### src/rtl/oam_dma_controller_if.sv
// Memory-port bundle between the OAM DMA engine (master) and the bus glue/memory (slave).
interface oam_dma_controller_if;
    logic [15:0] o_Src_Address;
    logic [15:0] o_Dst_Address;
    logic        o_Mem_Read;
    logic        o_Mem_Write;
    logic [7:0]  o_Mem_Data;
    logic [7:0]  i_Mem_Data;

    modport master (
        output o_Src_Address,
        output o_Dst_Address,
        output o_Mem_Read,
        output o_Mem_Write,
        output o_Mem_Data,
        input  i_Mem_Data
    );

    modport slave (
        input  o_Src_Address,
        input  o_Dst_Address,
        input  o_Mem_Read,
        input  o_Mem_Write,
        input  o_Mem_Data,
        output i_Mem_Data
    );
endinterface

### src/rtl/oam_dma_controller.sv
// OAM DMA: a write to FF46 copies LENGTH bytes from {page,00} to FE00, one byte per M-cycle,
// while blocking non-HRAM CPU accesses.
module oam_dma_controller #(
    parameter int unsigned LENGTH  = 160,
    parameter int unsigned T_PER_M = 4
) (
    input  logic        i_Clk,
    input  logic        i_nRst,
    input  logic        i_Enable,
    input  logic        i_Reg_Write,
    input  logic [7:0]  i_Data,
    output logic [7:0]  o_Data,
    input  logic [15:0] i_Cpu_Address,
    output logic        o_Cpu_Block,
    output logic        o_Busy,
    output logic        o_Active,
    oam_dma_controller_if.master io_Mem
);

    typedef enum logic [1:0] {
        IDLE,
        START,
        XFER
    } state_t;

    localparam logic [1:0] T_LAST = 2'(T_PER_M - 1);
    localparam logic [7:0] N_LAST = 8'(LENGTH - 1);

    state_t      r_State, w_State_Next;
    logic [1:0]  r_T, w_T_Next;
    logic [7:0]  r_N, w_N_Next;
    logic [7:0]  r_Page, w_Page_Next;
    logic [7:0]  r_Byte, w_Byte_Next;
    logic [15:0] r_Src_Hold, w_Src_Hold_Next;
    logic [15:0] r_Dst_Hold, w_Dst_Hold_Next;

    logic [7:0]  w_Mapped_Page;
    logic [15:0] w_Src_Live;
    logic [15:0] w_Dst_Live;
    logic        w_Addr_Live;
    logic        w_Hram;

    always_ff @(posedge i_Clk or negedge i_nRst) begin
        if (!i_nRst) begin
            r_State    <= IDLE;
            r_T        <= '0;
            r_N        <= '0;
            r_Page     <= 8'hFF;
            r_Byte     <= '0;
            r_Src_Hold <= 16'hFF00;
            r_Dst_Hold <= 16'hFE00;
        end else begin
            r_State    <= w_State_Next;
            r_T        <= w_T_Next;
            r_N        <= w_N_Next;
            r_Page     <= w_Page_Next;
            r_Byte     <= w_Byte_Next;
            r_Src_Hold <= w_Src_Hold_Next;
            r_Dst_Hold <= w_Dst_Hold_Next;
        end
    end

    // Echo RAM pages E0..FF alias work RAM at C0..DF.
    always_comb begin
        w_Mapped_Page = (r_Page >= 8'hE0) ? (r_Page - 8'h20) : r_Page;
        w_Src_Live    = {w_Mapped_Page, r_N};
        w_Dst_Live    = 16'hFE00 + {8'h00, r_N};
        w_Addr_Live   = (r_State == XFER) && (r_T != T_LAST);
    end

    always_comb begin
        w_State_Next    = r_State;
        w_T_Next        = r_T;
        w_N_Next        = r_N;
        w_Page_Next     = r_Page;
        w_Byte_Next     = r_Byte;
        w_Src_Hold_Next = r_Src_Hold;
        w_Dst_Hold_Next = r_Dst_Hold;

        if (i_Enable) begin
            case (r_State)
                START: begin
                    w_T_Next = r_T + 2'd1;
                    if (r_T == T_LAST) begin
                        w_State_Next = XFER;
                    end
                end
                XFER: begin
                    w_T_Next = r_T + 2'd1;
                    if (r_T == 2'd1) begin
                        w_Byte_Next = io_Mem.i_Mem_Data;
                    end
                    if (w_Addr_Live) begin
                        w_Src_Hold_Next = w_Src_Live;
                        w_Dst_Hold_Next = w_Dst_Live;
                    end
                    if (r_T == T_LAST) begin
                        if (r_N == N_LAST) begin
                            w_State_Next = IDLE;
                            w_N_Next     = '0;
                        end else begin
                            w_N_Next = r_N + 8'd1;
                        end
                    end
                end
                default: begin
                end
            endcase

            // A register write overrides everything, including the final step of a transfer.
            if (i_Reg_Write) begin
                w_Page_Next  = i_Data;
                w_T_Next     = '0;
                w_N_Next     = '0;
                w_State_Next = START;
            end
        end
    end

    always_comb begin
        w_Hram = (i_Cpu_Address >= 16'hFF80) && (i_Cpu_Address <= 16'hFFFE);

        o_Data      = r_Page;
        o_Busy      = (r_State != IDLE);
        o_Active    = (r_State == XFER);
        o_Cpu_Block = o_Active & ~w_Hram;

        io_Mem.o_Mem_Read    = (r_State == XFER) && (r_T <= 2'd1);
        io_Mem.o_Mem_Write   = (r_State == XFER) && (r_T == 2'd2);
        io_Mem.o_Mem_Data    = r_Byte;
        io_Mem.o_Src_Address = w_Addr_Live ? w_Src_Live : r_Src_Hold;
        io_Mem.o_Dst_Address = w_Addr_Live ? w_Dst_Live : r_Dst_Hold;
    end

endmodule
### src/flat_wrapper.sv
// flat-port wrapper written by rule: the top's interface ports become plain ports
module oam_dma_controller_flat 
#(
    parameter int unsigned LENGTH  = 160,
    parameter int unsigned T_PER_M = 4
)
  (i_Clk, i_nRst, i_Enable, i_Reg_Write, i_Data, o_Data, i_Cpu_Address, o_Cpu_Block, o_Busy, o_Active, io_Mem_o_Src_Address, io_Mem_o_Dst_Address, io_Mem_o_Mem_Read, io_Mem_o_Mem_Write, io_Mem_o_Mem_Data, io_Mem_i_Mem_Data);
  oam_dma_controller_if io_Mem_i ();
  input  logic i_Clk;
  input  logic i_nRst;
  input  logic i_Enable;
  input  logic i_Reg_Write;
  input  logic [7:0] i_Data;
  output logic [7:0] o_Data;
  input  logic [15:0] i_Cpu_Address;
  output logic o_Cpu_Block;
  output logic o_Busy;
  output logic o_Active;
  output wire logic [$bits(io_Mem_i.o_Src_Address)-1:0] io_Mem_o_Src_Address;
  output wire logic [$bits(io_Mem_i.o_Dst_Address)-1:0] io_Mem_o_Dst_Address;
  output wire logic [$bits(io_Mem_i.o_Mem_Read)-1:0] io_Mem_o_Mem_Read;
  output wire logic [$bits(io_Mem_i.o_Mem_Write)-1:0] io_Mem_o_Mem_Write;
  output wire logic [$bits(io_Mem_i.o_Mem_Data)-1:0] io_Mem_o_Mem_Data;
  input wire logic [$bits(io_Mem_i.i_Mem_Data)-1:0] io_Mem_i_Mem_Data;
  assign io_Mem_o_Src_Address = io_Mem_i.o_Src_Address;
  assign io_Mem_o_Dst_Address = io_Mem_i.o_Dst_Address;
  assign io_Mem_o_Mem_Read = io_Mem_i.o_Mem_Read;
  assign io_Mem_o_Mem_Write = io_Mem_i.o_Mem_Write;
  assign io_Mem_o_Mem_Data = io_Mem_i.o_Mem_Data;
  assign io_Mem_i.i_Mem_Data = io_Mem_i_Mem_Data;
  oam_dma_controller #(.LENGTH(LENGTH), .T_PER_M(T_PER_M)) u_core (.i_Clk(i_Clk), .i_nRst(i_nRst), .i_Enable(i_Enable), .i_Reg_Write(i_Reg_Write), .i_Data(i_Data), .o_Data(o_Data), .i_Cpu_Address(i_Cpu_Address), .o_Cpu_Block(o_Cpu_Block), .o_Busy(o_Busy), .o_Active(o_Active), .io_Mem(io_Mem_i));
endmodule
### config.mk
export PLATFORM = sky130hd
export DESIGN_NAME = oam_dma_controller_flat
export DESIGN_NICKNAME = d
export VERILOG_FILES = /design/src/rtl/oam_dma_controller_if.sv /design/src/rtl/oam_dma_controller.sv /design/src/flat_wrapper.sv
export SDC_FILE = /design/constraint.sdc
export NUM_CORES = 1
export LEC_CHECK = 0
export ABC_AREA = 1
export CAP_MARGIN = 5
export CORE_MARGIN = 2
export CORE_UTILIZATION = 37
export CTS_CLUSTER_SIZE = 24
export DETAILED_ROUTE_END_ITERATION = 8
export GPL_ROUTABILITY_DRIVEN = 0
export PLACE_DENSITY = 0.65
export RECOVER_POWER = 50
export SETUP_SLACK_MARGIN = 0.3
export SYNTH_ARGS = -nofsm -noshare
export SYNTH_HDL_FRONTEND = slang
export SYNTH_SLANG_ARGS = --single-unit
### constraint.sdc
create_clock -name i_Clk -period 2.5 [get_ports i_Clk]
set_input_delay 0.5 -clock i_Clk [delete_from_list [all_inputs] [get_ports i_Clk]]
set_output_delay 0.5 -clock i_Clk [all_outputs]
set_load 0.01 [all_outputs]
==> flow_metrics.py <==
metrics = {
    "clock_network": {
        "numCtsBuffers": 9,
        "ctsHtreeMaxLevel": 3,
        "clock_sinks": 60,
        "root_buffer": "clkbuf_8",
        "cts_tree": "done",
        "ctsHoldBuffers": 0,
        "clockBufferDepth": 2,
        "path_clk_slew_ps": 80,
        "clock_latency_ps": 340,
    },
    "worst_setup_path": {
        "cpMostUsedCell": "buf_12",
        "path_class": "flop to output port",
        "critPathMaxStageDelay_ps": 380,
        "r2r-start": "u_core.r_State[0]",
        "path_delay_family": "buffers and inverters",
        "crit_start": "u_core.r_State[0]",
        "critPathSlowestCell": "dfrtp_1",
        "path_max_fanout": 6,
        "cp_num_buf_inv": 6,
        "crit_path_start_kind": "flop",
        "crit_required_ps": 2000,
        "cp-end-kind": "output port",
        "worstPathArrival_ps": 1850,
        "crit_path_cell_trace": "inv_1 > ha_4 > inv_4 > nor2_4 > buf_12 > buf_12 > buf_16 > nand2_4 > o21ai_2 > buf_2",
    },
    "routing": {
        "drtPass1Iterations": 4,
        "ant_nets": 0,
        "num_vias": 2676,
        "drtIter0Drc": 121,
        "wl_per_cell_um": 13.66,
        "drc_errors": 0,
        "finalWirelength_um": 7816,
        "via_per_inst": 4.678,
    },
    "sta": {
        "tns_ps": 0,
        "fmax_mhz": 426.4,
        "worst_pin_slew_ps": 1750,
        "finalHoldViolCount": 0,
        "setup_viol": 0,
        "layout_min_cycle_time_ps": 2345,
        "rsz0062_at_grt": "true",
        "skew_ps": 14.30,
        "relSlewSlack_pct": -16.67,
        "fin_crit_sh_pct": 93.81,
        "drv_slew": 61,
    },
    "layout": {
        "fin_nets": 509,
        "antenna_cells": 0,
        "post-route-util_pct": 62.07,
        "final_common_cell": "nand2_1",
        "area_growth_syn_to_layout_pct": 60.64,
        "drive_gt1_share_pct": 36.60,
        "layout_common_cells": "nand2_1, inv_1, clkdlybuf4s50_1",
    },
    "global_route": {
        "grt_pass1_vias": 2710,
        "grt_pass1_wl_um": 12900,
        "grt_max_degree": 33,
        "globalRouteOverflowTotal": 0,
        "grt.total_usage_pct": 18.50,
        "antenna_found_initial": 0,
    },
    "power_and_ir_drop": {
        "sw_frac_of_total_pct": 35.26,
        "clkPwrFrac_pct": 17.6,
        "powerDensity_nw_per_um2": 970.0,
        "intPower_w": 0.003043,
        "seqPwrFrac_pct": 30.1,
        "max-vdd-ir-drop_mv": 0.4092,
        "power.static_leakage_nw": 2.347,
        "p_switching_w": 0.001657,
        "comb_power_share_pct": 52.3,
    },
    "placed_design": {
        "dp_hpwl_um": 4927,
        "port_buffers": 88,
    },
    "die": {
        "coreArea_um2": 7807,
        "chipWidth_um": 94.30,
        "die_h_um": 94.30,
        "rows": 32,
        "start_util_pct": 38.64,
        "ios": 89,
        "dieArea_um2": 8892,
    },
    "worst_hold_path": {
        "hp-start": "u_core.r_Dst_Hold[15]",
        "hold_class": "flop to flop",
    },
    "yosys": {
        "synth.distinct_cells": 27,
        "syn_nets": 383,
        "ys.flop_type": "dfrtp_1",
        "avgSynthCellArea_um2": 8.899,
        "syn-cell-area_um2": 3017,
        "yosysWarnings": 0,
        "ys_ff_latch": 60,
        "synth-async-reset-ratio_pct": 100.0,
        "yosysSeqAreaShare_pct": 50.73,
        "synth_edf_count": 0,
        "postSynthCellCount": 339,
    },
    "run_status": {
        "status": "complete, but fails checks",
        "violations": "capacitance limit, slew limit",
    },
    "run": {
        "drv_cap": 2,
    },
}
## power by group through the flow
stage / combinational [W] / clock (W) / sequential (W)
2_1_floorplan: 0.000897 / 0 / 0.00143
3_3_place_gp: 0.00170 / 0 / 0.00141
3_5_place_dp: 0.00174 / 0 / 0.00141
4_1_cts: 0.00211 / 0.000849 / 0.00140
5_1_grt: 0.00265 / 0.000894 / 0.00145
6_report: 0.00246 / 0.000827 / 0.00141
## through the flow
step / worst slack (ps) / instance area (um2) / instances / total power [W] / hold slack [ps]
finish: 154.7 / 4846 / 572 / 0.004700 / 466.3
global route: 66.83 / 4846 / 572 / 0.004995 / 482.1
CTS: 139.1 / 4552 / 564 / 0.004361 / 176.4
detailed placement: 100.5 / 4031 / 528 / 0.003149 / 458.4
global placement: 123.7 / 4031 / 528 / 0.003110 / 448.7
floorplan: 645.8 / 3017 / 339 / 0.002326 / 204.4
## cell usage after synthesis, types with 3 or more instances
cell     instances  area (um2)
buf_4            4       30.03
nand3_1         10       50.05
a31oi_1          3       18.77
mux2_2          14       157.7
dfstp_2         23       604.3
nor3_1           3       15.01
nand2_4          3       33.78
nand4_1          3       18.77
inv_1           49       183.9
o21ai_2         23       201.4
a21oi_1          7       35.03
ha_1             8       100.1
nor2_1          20       75.07
nand2_1         93       349.1
dfrtp_1         37       925.9
o21ai_0         24       120.1
## kinds of logic after synthesis
logic type | Yosys count | synth area share, %
compound gates | 59 | 12.86
buf+inv | 62 | 8.751
simple gates | 134 | 18.54
xor+xnor | 2 | 0.5808
flops | 60 | 50.73
fa+ha+maj | 8 | 3.318
mux | 14 | 5.226
## worst paths after layout
path,depth (start not counted),end,slack (ps)
worst max-delay path,10,io_Mem_o_Dst_Address[7],150
worst min register to register,2,u_core.r_Dst_Hold[15],470
min in group asynchronous,2,u_core.io_Mem.o_Mem_Data[3],610
worst max register to register,9,u_core.r_Src_Hold[14],310
max in group asynchronous,2,u_core.r_Src_Hold[4],760
worst min-delay path,2,u_core.r_Dst_Hold[15],470
## registers in the layout, indices dropped and copies added (netlist names)
register / count
u_core.r_Src_Hold: 16
u_core.r_State: 2
u_core.o_Data: 8
u_core.r_N: 8
u_core.io_Mem.o_Mem_Data: 8
u_core.r_Dst_Hold: 16
u_core.r_T: 2
## layout make-up
type	count	area [um2]
Inverter	52	210.2
Sequential cell	60	1530
Clock buffer	12	166.4
Timing Repair Buffer	124	1299
Multi-Input combinational cell	217	1480
Clock inverter	4	21.27
Tap cell	102	127.6
Timing Repair inverter	1	11.26
Fill cell	667	2962
## repair_timing
item                       4_1_cts  5_1_grt
resized for setup              155       68
setup endpoints to repair       36       35
pin swaps                        3        5
buffers inserted                16        7
cloned                           4        1
## worst reg2reg max path, cell delays in order (launching register included)
cell and delay, ps:
dfrtp_1 380, inv_1 110, ha_4 160, buf_4 100
buf_4 130, nand2_1 50, inv_1 180, clkbuf_1 720
nor2_1 90, a31oi_1 170
## routing by layer
layer | part of all wire, % | vias to the layer above | track usage, %
li1 | - | 1328 | -
met1 | 42 | 1290 | 23.16
met2 | 52 | 48 | 31.61
met3 | 4.4 | 10 | 4.334
met4 | 1.3 | 0 | 5.676
met5 | 0 | - | 0
Note: power is estimated with default switching activity, not from simulation.
